### config.mk
export PLATFORM = sky130hd
export DESIGN_NAME = cr16_mult_unit
export DESIGN_NICKNAME = d
export VERILOG_FILES = /design/src/rtl/cr16_pkg.sv /design/src/rtl/cr16_mult_unit.sv
export SDC_FILE = /design/constraint.sdc
export NUM_CORES = 1
export LEC_CHECK = 0
export BUFFER_PORTS_ARGS = -buffer_cell sky130_fd_sc_hd__buf_2
export CORE_ASPECT_RATIO = 2
export CORE_MARGIN = 3
export CORE_UTILIZATION = 45
export DETAILED_ROUTE_END_ITERATION = 8
export HOLD_SLACK_MARGIN = 0.12
export PLACE_DENSITY_LB_ADDON = 0.12
export REMOVE_ABC_BUFFERS = 1
export SLEW_MARGIN = 20
export SYNTH_ARGS = -nofsm -noshare
export SYNTH_HDL_FRONTEND = slang
export SYNTH_SLANG_ARGS = --single-unit
### constraint.sdc
create_clock -name Clk -period 2.9 [get_ports Clk]
set_input_delay 0 -clock Clk [delete_from_list [all_inputs] [get_ports Clk]]
set_output_delay 0 -clock Clk [all_outputs]
set_load 0.03 [all_outputs]
### src/rtl/cr16_pkg.sv
// -----------------------------------------------------------------------------
// cr16_pkg
// Shared constants and types for the CR16 multiply unit.
//   mult_state_e : multiplier control FSM encoding (IDLE / RUN / DONE)
//   CR16_WORD    : CR16 data word width
//   MULT_ITERS   : shift-add iterations for one full-width multiply
// -----------------------------------------------------------------------------
package cr16_pkg;

    typedef enum logic [1:0] {
        ST_IDLE = 2'd0,
        ST_RUN  = 2'd1,
        ST_DONE = 2'd2
    } mult_state_e;

    localparam int CR16_WORD  = 16;
    localparam int MULT_ITERS = 16;

endpackage

### src/rtl/cr16_mult_unit.sv
// -----------------------------------------------------------------------------
// cr16_mult_unit
// Sequential WIDTH x WIDTH shift-add multiplier. One Start pulse in IDLE
// launches a multiply; the product appears one cycle-pulse of Done later and
// is held until the next multiply completes. The low product word feeds
// input 3 of the ALU B-operand mux.
//
// Optional feature: define CR16_MULT_SIGNED_EN to honour SignMode (signed
// two's-complement multiply via magnitudes and a final negation). Without the
// macro every multiply is unsigned and no negation logic is built.
//
// Ports:
//   Clk         in   rising-edge clock
//   Reset       in   synchronous, active-high reset
//   Start       in   launch request, sampled only in IDLE
//   SignMode    in   1 = signed multiply (only with CR16_MULT_SIGNED_EN)
//   OpA         in   multiplicand (Rsrc)
//   OpB         in   multiplier (Rdest)
//   Busy        out  high whenever the FSM is not in IDLE
//   Done        out  one-cycle pulse, product valid
//   ALUB_input3 out  product[WIDTH-1:0]
//   MultHi      out  product[2*WIDTH-1:WIDTH]
// -----------------------------------------------------------------------------
module cr16_mult_unit
    import cr16_pkg::*;
#(
    parameter int WIDTH = CR16_WORD
) (
    input  logic             Clk,
    input  logic             Reset,
    input  logic             Start,
    input  logic             SignMode,
    input  logic [WIDTH-1:0] OpA,
    input  logic [WIDTH-1:0] OpB,
    output logic             Busy,
    output logic             Done,
    output logic [WIDTH-1:0] ALUB_input3,
    output logic [WIDTH-1:0] MultHi
);

    // One iteration per multiplier bit; the counter must also be able to
    // hold the terminal value ITERS, which marks "all iterations done".
    localparam int ITERS = WIDTH;
    localparam int CNT_W = $clog2(ITERS + 1);

    mult_state_e        state_q, state_d;
    logic [CNT_W-1:0]   count_q;
    logic [2*WIDTH-1:0] acc_q;
    logic [WIDTH-1:0]   mcand_q;
    logic [WIDTH-1:0]   mplier_q;
    logic [WIDTH-1:0]   lo_q;
    logic [WIDTH-1:0]   hi_q;

    logic               iter_done;
    logic [WIDTH:0]     partial;      // carry bit + upper accumulator half
    logic [2*WIDTH-1:0] acc_shift;
    logic [WIDTH-1:0]   a_mag;
    logic [WIDTH-1:0]   b_mag;
    logic [2*WIDTH-1:0] product;

    assign iter_done = (count_q == CNT_W'(ITERS));

    // -------------------------------------------------------------------------
    // Operand conditioning and final product correction
    // -------------------------------------------------------------------------
`ifdef CR16_MULT_SIGNED_EN
    logic a_neg;
    logic b_neg;
    logic neg_q;

    assign a_neg   = SignMode & OpA[WIDTH-1];
    assign b_neg   = SignMode & OpB[WIDTH-1];
    // The most negative value maps onto itself, which is still the correct
    // unsigned magnitude 2^(WIDTH-1).
    assign a_mag   = a_neg ? (~OpA + 1'b1) : OpA;
    assign b_mag   = b_neg ? (~OpB + 1'b1) : OpB;
    assign product = neg_q ? (~acc_q + 1'b1) : acc_q;

    always_ff @(posedge Clk) begin
        if (Reset) begin
            neg_q <= 1'b0;
        end else if (state_q == ST_IDLE && Start) begin
            neg_q <= a_neg ^ b_neg;
        end
    end
`else
    logic unused_sign_mode;

    assign unused_sign_mode = SignMode;
    assign a_mag            = OpA;
    assign b_mag            = OpB;
    assign product          = acc_q;
`endif

    // -------------------------------------------------------------------------
    // Control FSM
    // -------------------------------------------------------------------------
    always_ff @(posedge Clk) begin
        // NOTE: sequential state is updated with non-blocking assignments so
        // every register samples pre-edge values regardless of block order.
        if (Reset) begin
            state_q <= ST_IDLE;
        end else begin
            state_q <= state_d;
        end
    end

    always_comb begin
        // NOTE: default first so every path assigns state_d and no latch is
        // inferred.
        state_d = state_q;
        unique case (state_q)
            ST_IDLE: if (Start)     state_d = ST_RUN;
            ST_RUN:  if (iter_done) state_d = ST_DONE;
            ST_DONE:                state_d = ST_IDLE;
            default:                state_d = ST_IDLE;
        endcase
    end

    // -------------------------------------------------------------------------
    // Shift-add datapath
    // -------------------------------------------------------------------------
    always_comb begin
        partial = {1'b0, acc_q[2*WIDTH-1:WIDTH]};
        if (mplier_q[0]) begin
            partial = partial + {1'b0, mcand_q};
        end
    end

    // {carry, upper, lower} shifted right by one; the carry lands in the MSB.
    assign acc_shift = {partial, acc_q[WIDTH-1:1]};

    always_ff @(posedge Clk) begin
        if (Reset) begin
            count_q  <= '0;
            acc_q    <= '0;
            mcand_q  <= '0;
            mplier_q <= '0;
            lo_q     <= '0;
            hi_q     <= '0;
        end else begin
            unique case (state_q)
                ST_IDLE: begin
                    if (Start) begin
                        mcand_q  <= a_mag;
                        mplier_q <= b_mag;
                        acc_q    <= '0;
                        count_q  <= '0;
                    end
                end
                ST_RUN: begin
                    if (iter_done) begin
                        // Product is captured on the edge that enters DONE,
                        // so it is visible in the same cycle as Done.
                        lo_q <= product[WIDTH-1:0];
                        hi_q <= product[2*WIDTH-1:WIDTH];
                    end else begin
                        acc_q    <= acc_shift;
                        mplier_q <= mplier_q >> 1;
                        count_q  <= count_q + 1'b1;
                    end
                end
                default: ;
            endcase
        end
    end

    assign Busy        = (state_q != ST_IDLE);
    assign Done        = (state_q == ST_DONE);
    assign ALUB_input3 = lo_q;
    assign MultHi      = hi_q;

endmodule

## Word-level counts from Yosys, hierarchy flattened

Cells that the tools add are included.

- Output and inout bits: 34
- Logic and storage cells: 35
- Memories kept: 0
- Input bits: 36
- Bits in registers: 103
- Memory bits (writable): 0
- Bits in latches: 0
- ROM bits: 0

- Magnitude comparators: 0
- Multiply operators: 0
- Mux-type cells: 13
- Shift-type cells: 0
- Bitwise logic cells: 0
- Div/mod/pow operators: 0
- Reductions and logical operators: 7
- Add/sub/neg operators: 2
- Equality and inequality tests: 6

Operators with widths:

| kind | count |
|---|---|
| $mux W32 | 2 |
| $pmux W32 S2 | 1 |
| $mux W16 | 2 |
| $pmux W16 S2 | 1 |
| $add A16 B16 Y17 | 1 |
| $mux W17 | 1 |
| $mux W5 | 2 |
| $pmux W5 S2 | 1 |
| $ne A2 B2 Y1 const B | 3 |
| $reduce_and A2 Y1 | 3 |
| $add A5 B1 Y5 const B | 1 |
| $eq A5 B5 Y1 const B | 1 |
| $mux W2 | 2 |
| $pmux W2 S2 | 1 |
| $reduce_bool A2 Y1 | 2 |
| $reduce_and A3 Y1 | 1 |
| $eq A2 B1 Y1 const B | 1 |
| $eq A2 B2 Y1 const B | 1 |
| $logic_not A2 Y1 | 1 |

## Depth between registers and ports, before layout

Gate-level depths: netlist of the first run.

- Depth after elaboration: 4
- Gate-level depth with buffers: 9
- Mapped depth without buffers: 7

## Worst setup path after synthesis of the first run

Ideal clock, no wire load.

- Path kind: register -> register
- Start: reg acc_q[16]
- End: reg acc_q[25]
- Arrival: 2.163 ns
- Cell stages (with the launch flop): 8
- Period minus slack after synthesis: 2.244 ns
- Setup slack: 0.656 ns
- Library setup time: 0.081 ns
- Path through: dfxtp_1 -> ha_1 -> fa_1 -> a21o_2 -> a311oi_2 -> nor3b_1 -> or3b_1 -> a41oi_1

- Word-level cells in the longest chain between the ends: 4

RTL lines:

| item | line | RTL |
|---|---|---|
| from (decl) | cr16_mult_unit.sv:48 | `logic [2*WIDTH-1:0] acc_q;` |
| from (signal assigned) | cr16_mult_unit.sv:158 | `acc_q <= acc_shift;` |
| $add A16 B16 Y17 | cr16_mult_unit.sv:126 | `partial = partial + {1'b0, mcand_q};` |
| $mux W17 | cr16_mult_unit.sv:125 | `if (mplier_q[0]) begin` |
| $mux W32 | cr16_mult_unit.sv:152 | `if (iter_done) begin` |
| $pmux W32 S2 | cr16_mult_unit.sv:142 | `unique case (state_q)` |

Every way passes these cells. The select of a mux whose other input is x is not followed.
A chain may end at the register's enable or synchronous reset.

## Worst setup path after layout of the first run

Same ends and word-level chain as after synthesis.

==> reports/metrics.cfg, run 1 <==
[worst_setup_path]
cp_top_family=compound AO/OA/AOI/OAI gates
worst_ep_arrival_time_ps=2790
critPathMaxFanout=5
cp_cell_sequence=ha_1 -> fa_1 -> a21o_2 -> a311oi_2 -> nor3b_1 -> or3b_1 -> a41oi_1
slowest_stage=a311oi_2
crit_buf_inv=0
crit_path_end_kind=register
max_stage_delay_ps=460
crit_type=reg -> reg
cp-start-kind=register
cp.required_ps=3160

[route]
wirelength_um=12100
drt_iter0_markers=206
drc=0
wl_per_cell_um=14.5
vias=4640
dr.pass1.iters=5
drtAntennaViolNets=0
vias_per_cell=5.56

[cts]
cts_tree=yes
cts_sinks=103
clkTransAtPathRegs_ps=70
insertion_delay_ps=350
clockBufferDepth=2
htreeDepth=3
post_cts_buffers=0
numCtsBuffers=9
cts_root_buf=clkbuf_16

[pwr]
p_seq_frac=0.488
power.internal_mw=2.29
ir_drop_mv=0.301
comb_power_share=0.105
p_sw_frac=0.245
p_leak_nw=2.25
powerDensity_nw_per_um2=515
p_switching_uw=743
power_mw=3.04
clkPwrFrac=0.407

[min_path]
min_path_type=in -> reg

[grt]
grt_pass1_wl_um=20400
grt_pass1_vias=4573
antenna_found_initial=0
overflow=0
grt_max_degree=94
grt_usage=0.205

[cells_and_area]
fill_cells=1027
layout.nets=750
diodes=0
area_growth_pct=21.8
finalNonFillerCells=835
drive_gt1_frac=0.163
design_area_um2=5890

[floorplan]
die_area_um2=12100
die_h_um=153
start_util=0.470
ioPinCount=70
design.core.area_um2=10300
row_count=52
die_w_um=79.3

[sta]
whs_ps=256
setup_viol=0
slew_headroom=0.383
period_needed_ps=2520
max_freq_mhz=397
hold_violations=0
rsz0062_at_grt=no
drv_slew=0
period_share=0.869
worstMarginPinSlew_ps=926
finClkSkew_ps=7.93
tns_ps=0

[placed_design]
io_buffers=68
dp.cells=787
postPlaceCellArea_um2=5260
hpwl_um=8260
routabilityCongestion=0.876

[synth]
yosysWarnings=0
mappedNetlistArea_um2=4830
synth_edf_count=0
synth_cell_types=59
seq_area_frac_synth=0.427
post_synth.cell_area_avg_um2=7.86
ys_async_sr_fraction=0
synthesis.instances=615
synthFlopType=dfxtp_1
ys_seq_elements=103

[run_status]
status=finished clean

[job]
maxCapViolations=0

## cells by family (layout without fill, tap and decap cells)
kind of cell    after synthesis  in the layout  synth area share
fa+ha+maj                    19             19            0.0507
flops                       103            103             0.427
compound gates              181            181             0.220
buf+inv                      49            134            0.0448
simple gates                257            257             0.246
xor+xnor                      4              4           0.00725
mux                           2              2           0.00414
## metal layers
metal / share of wire / up-vias / GRT usage
met5: 0 / - / 0
met1: 0.41 / 2194 / 0.223
met2: 0.54 / 97 / 0.378
met4: 0.021 / 0 / 0.0910
li1: - / 2326 / -
met3: 0.031 / 23 / 0.0325
## timing repair
item,in CTS,in global routing
hold buffers,32,0
endpoints found under the hold margin,32,0
resized for setup,0,0
## flip-flops by register name, summed over array words and instances (netlist names)
name         flops
ALUB_input3     16
mcand_q         16
MultHi          16
acc_q           32
count_q          5
mplier_q        16
state_q          2
## power groups by stage
stage | Sequential [mW] | Combinational, mW | Clock (mW)
after floorplan | 1.51 | 0.163 | 0
after global placement | 1.51 | 0.277 | 0
after detailed placement | 1.51 | 0.282 | 0
after CTS | 1.48 | 0.315 | 1.26
after global routing | 1.48 | 0.353 | 1.32
final | 1.48 | 0.317 | 1.24
## Yosys cell counts (all sizes together) (4+ instances only)
cell / number / area [um^2]
dfxtp: 103 / 2060
nor2b: 4 / 25.0
inv: 4 / 15.0
or3: 4 / 31.3
a31oi: 7 / 43.8
buf: 6 / 38.8
o211ai: 6 / 45.0
nor2: 20 / 75.1
a211oi: 6 / 45.0
nor3: 14 / 70.1
ha: 18 / 225
nand2: 145 / 544
nand3: 34 / 170
o21ai: 19 / 95.1
a22oi: 15 / 113
a21o: 7 / 55.1
a21oi: 107 / 536
nand4: 8 / 50.1
and3: 7 / 47.5
nand4b: 4 / 35.0
clkbuf: 37 / 150
## worst paths after layout
kind | from | end | slack (ps) | cells after the start
max | acc_q[16] | acc_q[25] | 380 | 7
max reg2reg | acc_q[16] | acc_q[25] | 380 | 7
min reg2reg | MultHi[6] | MultHi[6] | 450 | 2
min | Reset | acc_q[16] | 260 | 2
## through the flow
stage | worst slack [ps] | util
CTS | 382 | 0.573
detailed placement | 416 | 0.512
global placement | 438 | 0.512
global route | 256 | 0.573
finish | 379 | 0.573
floorplan | 192 | -
## cells in the final DEF, fill, tap and decap left out, drive strengths merged, types with 3 or more instances in the layout
cell	synthesis	layout
nand2	145	145
a21oi	107	107
dfxtp	103	103
buf	6	81
nand3	34	34
dlygate4sd3	0	32
nor2	20	20
o21ai	19	19
ha	18	18
a22oi	15	15
nor3	14	14
clkbuf	37	11
nand4	8	8
a31oi	7	7
a21o	7	7
and3	7	7
a211oi	6	6
o211ai	6	6
inv	4	4
nor2b	4	4
nand4b	4	4
or3	4	4
clkinv	1	4
xor2	3	3
o21bai	3	3
or3b	3	3
## area by class of cell
cell class,count,area (um^2),area share
Tap cell,135,169,0.0287
Inverter,5,18.8,0.00319
Sequential cell,103,2060,0.350
Timing Repair Buffer,113,761,0.129
Clock buffer,11,253,0.0429
Multi-Input combinational cell,463,2570,0.436
Clock inverter,5,56.3,0.00956
Note: power is estimated with default switching activity, not from simulation.
==> run 2: changes to the inputs <==
- CTS_BUF_LIST: not set -> sky130_fd_sc_hd__clkbuf_2 sky130_fd_sc_hd__clkbuf_4 sky130_fd_sc_hd__clkbuf_8
- SETUP_SLACK_MARGIN: not set -> 0.3
==> run 2 against run 1 <==
Net effect:
- count of clock-buffer cells in the layout unchanged
- hold slack got worse by 25 ps
- combinational power about the same
- maximum frequency increased by 1.8%
- sequential share of layout area increased by 0.54 points
- global-route usage decreased by 0.24 points
- total power decreased by 10%
- register-to-register slack improved by 40 ps
- wire length decreased by 0.30%
- critical path depth unchanged
- clock skew increased by 4.0 ps
==> reports/metrics.cfg, run 2 (synthesized netlist as in run 1, its figures left out) <==
[worst_setup_path]
reg2reg_from=acc_q[16]
slowest_stage=fa_1
crit_type=reg -> reg
cp-start-kind=register
cp_cell_sequence=ha_1 -> fa_1 -> a21o_2 -> a311oi_4 -> nor3b_1 -> or3b_1 -> a41oi_1
r2r_setup_slack_ps=420  ; +40 ps
cp.required_ps=3180  ; +20 ps
max_stage_delay_ps=420  ; -40 ps
worst_ep_arrival_time_ps=2760  ; -30 ps
crit_buf_inv=0  ; unchanged
cp_top_family=compound AO/OA/AOI/OAI gates
worstReg2RegEnd=acc_q[25]
r2r_cells=7  ; unchanged
crit_path_end_kind=register
critPathMaxFanout=5  ; unchanged

[cells_and_area]
finalNonFillerCells=835  ; unchanged
drive_gt1_frac=0.163  ; unchanged
fill_cells=1044  ; +1.7%
largest_reg_flops=32  ; unchanged
area_growth_pct=20.0
final_cell_mix=145 x nand2_1, 106 x a21oi_1, 103 x dfxtp_1
regMostFlops=acc_q
final_common_cell=nand2_1
layout.nets=750  ; unchanged
diodes=0  ; unchanged

[min_path]
worstHoldEndpoint=acc_q[16]
hp-start=Reset
whs_path_depth=2  ; unchanged
min_path_type=in -> reg

[sta]
period_needed_ps=2480  ; -44.3 ps
drv_slew=0  ; unchanged
max_freq_mhz=404  ; +1.8%
rsz0062_at_grt=no
tns_ps=0  ; unchanged
setup_viol=0  ; unchanged
period_share=0.854  ; -0.0153
finClkSkew_ps=11.9  ; +3.98 ps
slew_headroom=0.386  ; +0.00354
hold_violations=0  ; unchanged
worstMarginPinSlew_ps=921  ; -5.32 ps

[route]
drtAntennaViolNets=0  ; unchanged
dr.pass1.iters=4  ; -1
wirelength_um=12100  ; -0.30%
drt_iter0_markers=194  ; -5.8%
vias=4618  ; -0.47%
wl_per_cell_um=14.5  ; -0.30%
vias_per_cell=5.53  ; -0.47%
drc=0  ; unchanged

[floorplan]
ioPinCount=70  ; unchanged
die_w_um=79.3  ; unchanged
start_util=0.470  ; unchanged
die_area_um2=12100  ; unchanged
die_h_um=153  ; unchanged
design.core.area_um2=10300  ; unchanged
row_count=52  ; unchanged

[grt]
grt_max_degree=94  ; unchanged
grt_pass1_wl_um=20300  ; -0.68%
grt_pass1_vias=4587  ; +0.31%
overflow=0  ; unchanged
grt_usage=0.203  ; -0.00241
antenna_found_initial=0  ; unchanged

[pwr]
p_leak_nw=2.21  ; -1.9%
ir_drop_mv=0.332  ; +10%
powerDensity_nw_per_um2=470  ; -8.8%

[placed_design]
hpwl_um=8260  ; unchanged
dp.cells=787  ; unchanged
routabilityCongestion=0.876  ; unchanged
io_buffers=68  ; unchanged

[cts]
clkTransAtPathRegs_ps=100  ; +30 ps
insertion_delay_ps=360  ; about the same
cts_root_buf=clkbuf_8
post_cts_buffers=0  ; unchanged
numCtsBuffers=9  ; unchanged
htreeDepth=3  ; unchanged
cts_tree=yes
cts_sinks=103  ; unchanged
clockBufferDepth=2  ; unchanged

[run_status]
status=finished clean

[job]
maxCapViolations=0  ; unchanged

run 2: cell types whose count changed in the layout (fill, tap and decap cells not counted):
cell       change
clkbuf_8       +9
a311oi_2       -1
a311oi_4       +1
clkbuf_16      -9
run 2: through the flow:
stage	util	power, mW	worst slack (ps)	instance area [um^2]	hold WS (ps)
CTS	0.563	2.75	369	5790	217
floorplan	-	1.67	192	4640	66.2
detailed placement	0.512	1.80	416	5260	248
finish	0.564	2.73	423	5800	230
global placement	0.512	1.79	438	5260	241
global route	0.564	2.85	321	5800	269
run 2: area by class of cell:
class / instances / area, um^2 / share of cell area
Clock buffer: 11 / 151 / 0.0261
Multi-Input combinational cell: 463 / 2580 / 0.445
Clock inverter: 5 / 56.3 / 0.00971
Sequential cell: 103 / 2060 / 0.355
Inverter: 5 / 18.8 / 0.00324
Timing Repair Buffer: 113 / 761 / 0.131
Tap cell: 135 / 169 / 0.0291
run 2: what timing repair did:
action	CTS	global route
gates resized for setup	0	1
endpoints found under the hold margin	32	0
setup endpoints to repair	0	1
hold buffers	32	0
run 2: how the worst max path moves through the flow:
stage / start / to / slack [ps] / depth (start not counted)
2_1_floorplan: count_q[0] / acc_q[29] / 190 / 7
3_3_place_gp: acc_q[16] / acc_q[25] / 440 / 7
4_1_cts: acc_q[16] / acc_q[25] / 370 / 7
5_1_grt: acc_q[16] / acc_q[25] / 320 / 7
6_report: acc_q[16] / acc_q[25] / 420 / 7
3_5_place_dp: acc_q[16] / acc_q[25] / 420 / 7
run 2: worst reg2reg max path, stage by stage, from the launching register on:
cell	delay, ps
dfxtp_1	340
ha_1	230
fa_1	420
a21o_2	270
a311oi_4	410
nor3b_1	120
or3b_1	400
a41oi_1	210
run 2: report_power, final:
part	total [mW]	leakage (nW)	switching, mW	internal (mW)
Combinational	0.318	1.27	0.190	0.127
Clock	0.928	0.105	0.483	0.445
Sequential	1.48	0.835	0.0301	1.45
Total	2.73	2.21	0.703	2.02
run 2: layer usage:
| metal | global-route usage | part of all wire |
|---|---|---|
| met1 | 0.222 | 0.41 |
| met4 | 0.0910 | 0.015 |
| met5 | 0 | 0 |
| met2 | 0.376 | 0.54 |
| met3 | 0.0249 | 0.036 |
